[src/rtl/lane_judge_arbiter_if.sv]
// Bus between the lane judges / score block and the lane judge arbiter.
// master: the arbiter side; slave: the judges and score block side.
interface lane_judge_arbiter_if #(
  parameter int unsigned LANES   = 4,
  parameter int unsigned COMBO_W = 8
);
  localparam int unsigned LaneW = $clog2(LANES);

  logic [LANES-1:0]   lane_req;
  logic [2*LANES-1:0] lane_grade;
  logic               out_valid;
  logic               out_ready;
  logic [LaneW-1:0]   out_lane;
  logic [1:0]         out_grade;
  logic [COMBO_W-1:0] combo;
  logic               overrun;

  modport master (
    input  lane_req, lane_grade, out_ready,
    output out_valid, out_lane, out_grade, combo, overrun
  );

  modport slave (
    output lane_req, lane_grade, out_ready,
    input  out_valid, out_lane, out_grade, combo, overrun
  );
endinterface

[src/rtl/lane_judge_arbiter.sv]
// Latches per-lane judge results into pending slots and serialises them,
// round-robin, onto a single valid/ready score-update port.
// Optional combo counter built only when LANE_JUDGE_COMBO_EN is defined.
module lane_judge_arbiter #(
  parameter int unsigned LANES   = 4,
  parameter int unsigned COMBO_W = 8
) (
  input  logic                  clk,
  input  logic                  rst,
  lane_judge_arbiter_if.master  bus
);
  localparam int unsigned LaneW = $clog2(LANES);

  logic [LANES-1:0]      pend_q, pend_d;
  logic [LANES-1:0][1:0] pgrade_q, pgrade_d;
  logic                  out_valid_q, out_valid_d;
  logic [LaneW-1:0]      out_lane_q, out_lane_d;
  logic [1:0]            out_grade_q, out_grade_d;
  logic [LaneW-1:0]      ptr_q, ptr_d;
  logic                  overrun_q, overrun_d;

  logic                  loadable;
  logic                  grant_vld;
  logic [LaneW-1:0]      grant_idx;
  logic [LaneW-1:0]      cand;
  logic                  granted;

  assign loadable = !out_valid_q || bus.out_ready;
  assign granted  = loadable && grant_vld;

  // Round-robin search over registered pend[], starting just after ptr.
  always_comb begin
    grant_vld = 1'b0;
    grant_idx = '0;
    cand      = '0;
    for (int unsigned off = 1; off <= LANES; off++) begin
      cand = LaneW'((32'(ptr_q) + off) % LANES);
      if (!grant_vld && pend_q[cand]) begin
        grant_vld = 1'b1;
        grant_idx = cand;
      end
    end
  end

  // Next state for pending slots, output stage, pointer and overrun flag.
  always_comb begin
    pend_d      = pend_q;
    pgrade_d    = pgrade_q;
    out_valid_d = out_valid_q;
    out_lane_d  = out_lane_q;
    out_grade_d = out_grade_q;
    ptr_d       = ptr_q;
    overrun_d   = overrun_q;

    if (loadable) begin
      if (grant_vld) begin
        out_valid_d       = 1'b1;
        out_lane_d        = grant_idx;
        out_grade_d       = pgrade_q[grant_idx];
        pend_d[grant_idx] = 1'b0;
        ptr_d             = grant_idx;
      end else begin
        out_valid_d = 1'b0;
      end
    end

    // New requests applied last so a set wins over the grant's clear.
    for (int i = 0; i < LANES; i++) begin
      if (bus.lane_req[i]) begin
        if (pend_q[i] && !(granted && grant_idx == LaneW'(i))) begin
          overrun_d = 1'b1;
        end
        pend_d[i]   = 1'b1;
        pgrade_d[i] = bus.lane_grade[2*i +: 2];
      end
    end
  end

  // State registers with synchronous reset; ptr resets so lane 0 goes first.
  always_ff @(posedge clk) begin
    if (rst) begin
      pend_q      <= '0;
      pgrade_q    <= '0;
      out_valid_q <= 1'b0;
      out_lane_q  <= '0;
      out_grade_q <= '0;
      ptr_q       <= LaneW'(LANES - 1);
      overrun_q   <= 1'b0;
    end else begin
      pend_q      <= pend_d;
      pgrade_q    <= pgrade_d;
      out_valid_q <= out_valid_d;
      out_lane_q  <= out_lane_d;
      out_grade_q <= out_grade_d;
      ptr_q       <= ptr_d;
      overrun_q   <= overrun_d;
    end
  end

  assign bus.out_valid = out_valid_q;
  assign bus.out_lane  = out_lane_q;
  assign bus.out_grade = out_grade_q;
  assign bus.overrun   = overrun_q;

`ifdef LANE_JUDGE_COMBO_EN
  logic [COMBO_W-1:0] combo_q, combo_d;

  // Combo: reset on a transferred miss, saturating increment otherwise.
  always_comb begin
    combo_d = combo_q;
    if (out_valid_q && bus.out_ready) begin
      if (out_grade_q == 2'b00) begin
        combo_d = '0;
      end else if (combo_q != {COMBO_W{1'b1}}) begin
        combo_d = combo_q + 1'b1;
      end
    end
  end

  // Combo register.
  always_ff @(posedge clk) begin
    if (rst) begin
      combo_q <= '0;
    end else begin
      combo_q <= combo_d;
    end
  end

  assign bus.combo = combo_q;
`else
  assign bus.combo = {COMBO_W{1'b0}};
`endif

endmodule

[src/flat_wrapper.sv]
// flat-port wrapper written by rule: the top's interface ports become plain ports
module lane_judge_arbiter_flat 
#(
  parameter int unsigned LANES   = 4,
  parameter int unsigned COMBO_W = 8
)
  (clk, rst, bus_lane_req, bus_lane_grade, bus_out_ready, bus_out_valid, bus_out_lane, bus_out_grade, bus_combo, bus_overrun);
  lane_judge_arbiter_if #(.LANES(LANES), .COMBO_W(COMBO_W)) bus_i ();
  input  logic clk;
  input  logic rst;
  input wire logic [$bits(bus_i.lane_req)-1:0] bus_lane_req;
  input wire logic [$bits(bus_i.lane_grade)-1:0] bus_lane_grade;
  input wire logic [$bits(bus_i.out_ready)-1:0] bus_out_ready;
  output wire logic [$bits(bus_i.out_valid)-1:0] bus_out_valid;
  output wire logic [$bits(bus_i.out_lane)-1:0] bus_out_lane;
  output wire logic [$bits(bus_i.out_grade)-1:0] bus_out_grade;
  output wire logic [$bits(bus_i.combo)-1:0] bus_combo;
  output wire logic [$bits(bus_i.overrun)-1:0] bus_overrun;
  assign bus_i.lane_req = bus_lane_req;
  assign bus_i.lane_grade = bus_lane_grade;
  assign bus_i.out_ready = bus_out_ready;
  assign bus_out_valid = bus_i.out_valid;
  assign bus_out_lane = bus_i.out_lane;
  assign bus_out_grade = bus_i.out_grade;
  assign bus_combo = bus_i.combo;
  assign bus_overrun = bus_i.overrun;
  lane_judge_arbiter #(.LANES(LANES), .COMBO_W(COMBO_W)) u_core (.clk(clk), .rst(rst), .bus(bus_i));
endmodule
[config.mk]
export PLATFORM = sky130hd
export DESIGN_NAME = lane_judge_arbiter_flat
export DESIGN_NICKNAME = d
export VERILOG_FILES = /design/src/rtl/lane_judge_arbiter_if.sv /design/src/rtl/lane_judge_arbiter.sv /design/src/flat_wrapper.sv
export SDC_FILE = /design/constraint.sdc
export NUM_CORES = 1
export LEC_CHECK = 0
export ABC_AREA = 1
export CAP_MARGIN = 10
export CORE_MARGIN = 4
export CORE_UTILIZATION = 49
export DETAILED_ROUTE_END_ITERATION = 16
export GPL_ROUTABILITY_DRIVEN = 1
export PLACE_DENSITY = 0.79
export SETUP_SLACK_MARGIN = 0.5
export SLEW_MARGIN = 10
export SYNTH_ARGS = -nofsm -noshare
export SYNTH_HDL_FRONTEND = slang
export SYNTH_SLANG_ARGS = --single-unit
export TNS_END_PERCENT = 5
[constraint.sdc]
create_clock -name clk -period 2 [get_ports clk]
set_clock_uncertainty 0.2 [all_clocks]
set_input_delay 0.6 -clock clk [delete_from_list [all_inputs] [get_ports clk]]
set_output_delay 0.6 -clock clk [all_outputs]
set_load 0.05 [all_outputs]
==> results of run 1 <==
## worst max-delay path, cell delays in order, from the launching register on
cell and delay [ps]:
dfxtp_4 410, inv_2 100, nand2_1 130, nand2_2 100, nand2_4 80, nand2_4 80
nor2_8 140, nand3_2 90, nand2_4 100, nand2_8 90, nor2_4 160, nand2_2 80
nand3_2 60, nand2_1 50, nor2_1 100, nor2_1 60
## cells by family after synthesis
family,count (synthesis),share of synthesized area
buffers and inverters,39,0.168
flip-flops,20,0.324
AND/OR/NAND/NOR,98,0.398
other,1,0.00303
AO/OA/AOI/OAI,25,0.107
## flip-flops by register name, summed over array words and instances (netlist names)
name	count
u_core.bus.out_valid	1
u_core.bus.overrun	1
u_core.ptr_q	2
u_core.pgrade_q	8
u_core.bus.out_lane	2
u_core.pend_q	4
u_core.bus.out_grade	2
## worst paths after layout
path	from	to	slack (ps)	depth (start not counted)
worst max-delay path	u_core.ptr_q[1]	u_core.bus.overrun	-110	15
worst min-delay path	u_core.pgrade_q[5]	u_core.pgrade_q[5]	270	2
worst max register to register	u_core.ptr_q[1]	u_core.bus.overrun	-110	15
worst min register to register	u_core.pgrade_q[5]	u_core.pgrade_q[5]	270	2
## report_power, final
group          switching [mW]  internal (mW)  leakage, nW
Clock                   0.146          0.112       0.0210
Combinational            1.52           1.16        0.748
Sequential             0.0998          0.494        0.168
## final cells by class
cell class | count | share of cell area
multi-input combinational | 131 | 0.441
timing repair buffer | 41 | 0.244
sequential | 20 | 0.214
inverter | 26 | 0.0641
clock buffer | 4 | 0.0190
tap | 28 | 0.0183
## through the flow
stage | area, um^2 | hold WS, ps | std cells
2_1_floorplan | 1260 | 234 | 190
3_3_place_gp | 1540 | 253 | 235
3_5_place_dp | 1540 | 256 | 235
4_1_cts | 1620 | 272 | 241
5_1_grt | 1910 | 306 | 250
6_report | 1910 | 272 | 250
## routing by layer
| metal | track usage | wire length, um |
|---|---|---|
| met1 | 0.207 | 1570 |
| met2 | 0.329 | 1880 |
| met3 | 0.0646 | 375 |
| met4 | 0.0530 | 106 |
| met5 | 0 | 0 |
## cells in the mapped netlist, drive strengths merged (2+ instances only)
cell | count | area, um^2
clkbuf | 2 | 7.51
nand3 | 18 | 95.1
dfxtp | 20 | 400
nand2 | 54 | 260
inv | 25 | 98.8
nor2 | 23 | 105
buf | 11 | 97.6
nand4 | 2 | 12.5
o21ai | 12 | 60.1
o211ai | 2 | 15.0
a21oi | 10 | 50.1
## what timing repair did
action	4_1_cts	5_1_grt
buffers inserted	2	8
pin swaps	8	29
setup endpoints to repair	18	26
gates cloned	0	1
gates resized for setup	10	57
hold endpoints to repair	0	0
==> flow_metrics.tcl, run 1 <==
set metrics [dict create \
    status "finished with violations" \
    violations "negative setup slack" \
    pre_cts_slack_ps -97.9 \
    cts_tree "built" \
    synthArstFlopShare 0 \
    grt_antenna_before_repair 0 \
    insertion_delay_ps 330 \
    cp.required_ps 2040 \
    synthCells 183 \
    ctsHtreeMaxLevel 1 \
    worst_ep_arrival_time_ps 2160 \
    place.gp.congestion 0.837 \
    grt_start_max_net_pins 12 \
    drt_wl_total_um 3930 \
    grtUsageTotal 0.185 \
    p_per_area_nw_per_um2 1840 \
    drc 0 \
    num_antenna_cells 0 \
    ys_types 25 \
    initial_core_util 0.539 \
    wl_per_cell_um 15.7 \
    hold_buffers 0 \
    setup_slack_ps -115 \
    firstDrtPassIters 4 \
    clk_pin_slew_worst_paths_ps 130 \
    boundaryPins 29 \
    multi_input_area_um2 843 \
    root_buffer "clkbuf_4" \
    synthToLayoutAreaGrowth_pct 54.7 \
    grt_pass1_wl_um 4870 \
    syn_area_per_cell_um2 6.76 \
    final_layout_size_suffix_gt1_frac 0.405 \
    max_freq_mhz 473 \
    grt_pass1_vias 1189 \
    cp_max_fo 6 \
    dieWidth_um 58.3 \
    hold_viol 0 \
    coreArea_um2 2300 \
    port-buffer-count 20 \
    fin_tns_setup_ps -343 \
    mostFrequentLayoutCell "nand2_1" \
    rows 17 \
    ant_nets 0 \
    total_power_mw 3.53 \
    dp_hpwl_um 2140 \
    finalMaxSlewViolations 0 \
    synthFlopType "dfxtp_1" \
    yosysWarnings 0 \
    fin_crit_sh 1.06 \
    cts.sinks 20 \
    initialDrtViolationCount 80 \
    worstSetupPathType "flip-flop to flip-flop" \
    clk_path_buf_depth 2 \
    ys_ff_latch 20 \
    finalSetupViolCount 6 \
    drv_cap 0 \
    worstSetupEndpointType "flip-flop" \
    final_nets 238 \
    vias 1344 \
    die_area_um2 3390 \
    syn_area_um2 1240 \
    layout_common_cells "nand2_1, nor2_1, inv_1, dfxtp_1, buf_4" \
    synth_edf_count 0 \
    die_h_um 58.3 \
    fin_crit_ps 2110 \
    yosysSeqAreaShare 0.324 \
    overflow 0 \
    rsz0062_at_grt "true" \
    fin_util 0.833 \
    via_per_inst 5.38 \
    vdd_drop_max_mv 1.49 \
    num-fill-cells 125 \
    ff_latch_area_um2 410 \
    hp-class "flip-flop to flip-flop" \
    numCtsBuffers 3 \
    power.leakage_nw 0.937 \
    worstSetupStartpointType "flip-flop" \
]
No activity file was read; power rests on OpenSTA's default activity.
==> inputs of run 2 (changes only) <==
--- a/config.mk
+++ b/config.mk
@@ -13,6 +13,7 @@
 export GPL_ROUTABILITY_DRIVEN = 1
 export PLACE_DENSITY = 0.79
 export SETUP_SLACK_MARGIN = 0.5
+export SKIP_CTS_REPAIR_TIMING = 1
 export SLEW_MARGIN = 10
 export SYNTH_ARGS = -nofsm -noshare
 export SYNTH_HDL_FRONTEND = slang
==> run 2 against run 1 <==
The flow now finishes without violations. Core utilization is 11 points lower. Maximum frequency is 6.4% higher. Power is 22% lower.
==> flow_metrics.tcl, run 2 (synthesized netlist as in run 1, its figures left out) <==
set metrics [dict create \
    status "finished clean" \
    synthToLayoutAreaGrowth_pct 33.8 \
    final_nets 227 \
    grt_start_max_net_pins 12 \
    pwr-share-clk 0.087 \
    total_power_mw 2.76 \
    finalSetupViolCount 0 \
    cp.required_ps 2020 \
    final_layout_size_suffix_gt1_frac 0.280 \
    boundaryPins 29 \
    clk_path_buf_depth 2 \
    ant_nets 0 \
    crit_chain "buf_12 -> inv_8 -> nand2_1 -> nand2_2 -> nand2_4 -> nand2_4 -> nor2_1 -> nor2_1 -> nand2_2 -> nand2_4 -> nand3_2 -> a21oi_2 -> nand2_1 -> nor2_1 -> nor2_1" \
    wl_per_cell_um 12.0 \
    worstSetupEndpointType "flip-flop" \
    hp-class "flip-flop to flip-flop" \
    dieWidth_um 58.3 \
    largest_register_ffs 8 \
    num-fill-cells 186 \
    p_switching_mw 1.37 \
    place.gp.congestion 0.837 \
    max_freq_mhz 503 \
    grt_pass1_wl_um 4620 \
    initialDrtViolationCount 23 \
    crit_top_cell "nor2_1" \
    cp_slowest_cell "dfxtp_2" \
    drc 0 \
    ctsHtreeMaxLevel 1 \
    final_cells 239 \
    timing.critical_path.max_delay_family "simple AND/OR/NAND/NOR gates" \
    drt_wl_total_um 2880 \
    fin_util 0.721 \
    hold_viol 0 \
    layout_common_cells "nand2_1, nor2_1, inv_1, dfxtp_1, clkdlybuf4s50_1" \
    overflow 0 \
    p_seq_frac 0.208 \
    fin_area_um2 1660 \
    grtUsageTotal 0.173 \
    die_area_um2 3390 \
    grt_pass1_vias 1122 \
    vdd_drop_max_mv 1.17 \
    cp_num_buf_inv 2 \
    via_per_inst 4.94 \
    numCtsBuffers 3 \
    crit_path_max_incr_delay_ps 340 \
    reg_top3 "u_core.pgrade_q (8), u_core.pend_q (4)" \
    insertion_delay_ps 310 \
    dp_hpwl_um 2140 \
    p_int_mw 1.38 \
    cts_tree "built" \
    worstSetupPathType "flip-flop to flip-flop" \
    die_h_um 58.3 \
    mostFrequentLayoutCell "nand2_1" \
    setup_slack_ps 12.1 \
    swShare 0.499 \
    coreArea_um2 2300 \
    cp_max_fo 10 \
    postPlaceCellArea_um2 1540 \
    num_antenna_cells 0 \
    power.leakage_nw 0.811 \
    worstSetupStartpointType "flip-flop" \
    fin_tns_setup_ps 0 \
    hold_ws_ps 273 \
    root_buffer "clkbuf_4" \
    initial_core_util 0.539 \
    p_comb_frac 0.704 \
    rsz0062_at_grt "true" \
    regMostFlops "u_core.pgrade_q" \
    drv_cap 0 \
    cts.sinks 20 \
    worst_ep_arrival_time_ps 2010 \
    p_per_area_nw_per_um2 1670 \
    fin_crit_sh 0.994 \
    clk_pin_slew_worst_paths_ps 120 \
    grt_antenna_before_repair 0 \
    placed_cells 235 \
    fin_crit_ps 1990 \
    port-buffer-count 20 \
    firstDrtPassIters 5 \
    rows 17 \
    vias 1181 \
    finalMaxSlewViolations 0 \
    pre_cts_slack_ps -97.9 \
]
==> run 2: cell types whose count changed in the layout (fill, tap and decap cells not counted), moves of 3 or more <==
cell / previous run / this run
nand3_2: 10 / 6
nand2_4: 14 / 7
nand3_1: 6 / 12
buf_6: 3 / 0
nand2_1: 29 / 38
buf_4: 15 / 9
==> run 2: cell type report <==
class                      instances  area, um^2  area share
sequential                        20         405       0.245
multi-input combinational        131         718       0.434
tap                               28        35.0      0.0212
timing repair buffer              30         348       0.210
inverter                          26         113      0.0680
clock buffer                       4        36.3      0.0219
==> run 2: tightest hold or removal path, delay by kind of cell, from the launching register on <==
kind            cells  cell delay (ps)
flops               1              310
buf+inv             1               60
compound gates      1               60
==> run 2: layer usage <==
metal / GRT usage / up-vias / share of wire
li1: - / 614 / -
met1: 0.201 / 525 / 0.42
met2: 0.315 / 36 / 0.50
met3: 0.0512 / 6 / 0.076
met4: 0.0331 / 0 / 0.013
met5: 0 / - / 0
==> run 2: final timing paths <==
| kind | from | end | slack [ps] | depth (start not counted) |
|---|---|---|---|---|
| setup / recovery | u_core.ptr_q[0] | u_core.bus.overrun | 10 | 15 |
| setup reg to reg | u_core.ptr_q[0] | u_core.bus.overrun | 10 | 15 |
| hold reg to reg | u_core.pgrade_q[5] | u_core.pgrade_q[5] | 270 | 2 |
| hold / removal | u_core.pgrade_q[5] | u_core.pgrade_q[5] | 270 | 2 |
==> run 2: power by group through the flow <==
stage / clock [mW] / combinational [mW] / sequential [mW]
global placement: 0 / 1.70 / 0.573
finish: 0.241 / 1.94 / 0.575
floorplan: 0 / 1.15 / 0.670
global route: 0.257 / 2.13 / 0.584
detailed placement: 0 / 1.74 / 0.576
CTS: 0.244 / 1.75 / 0.567
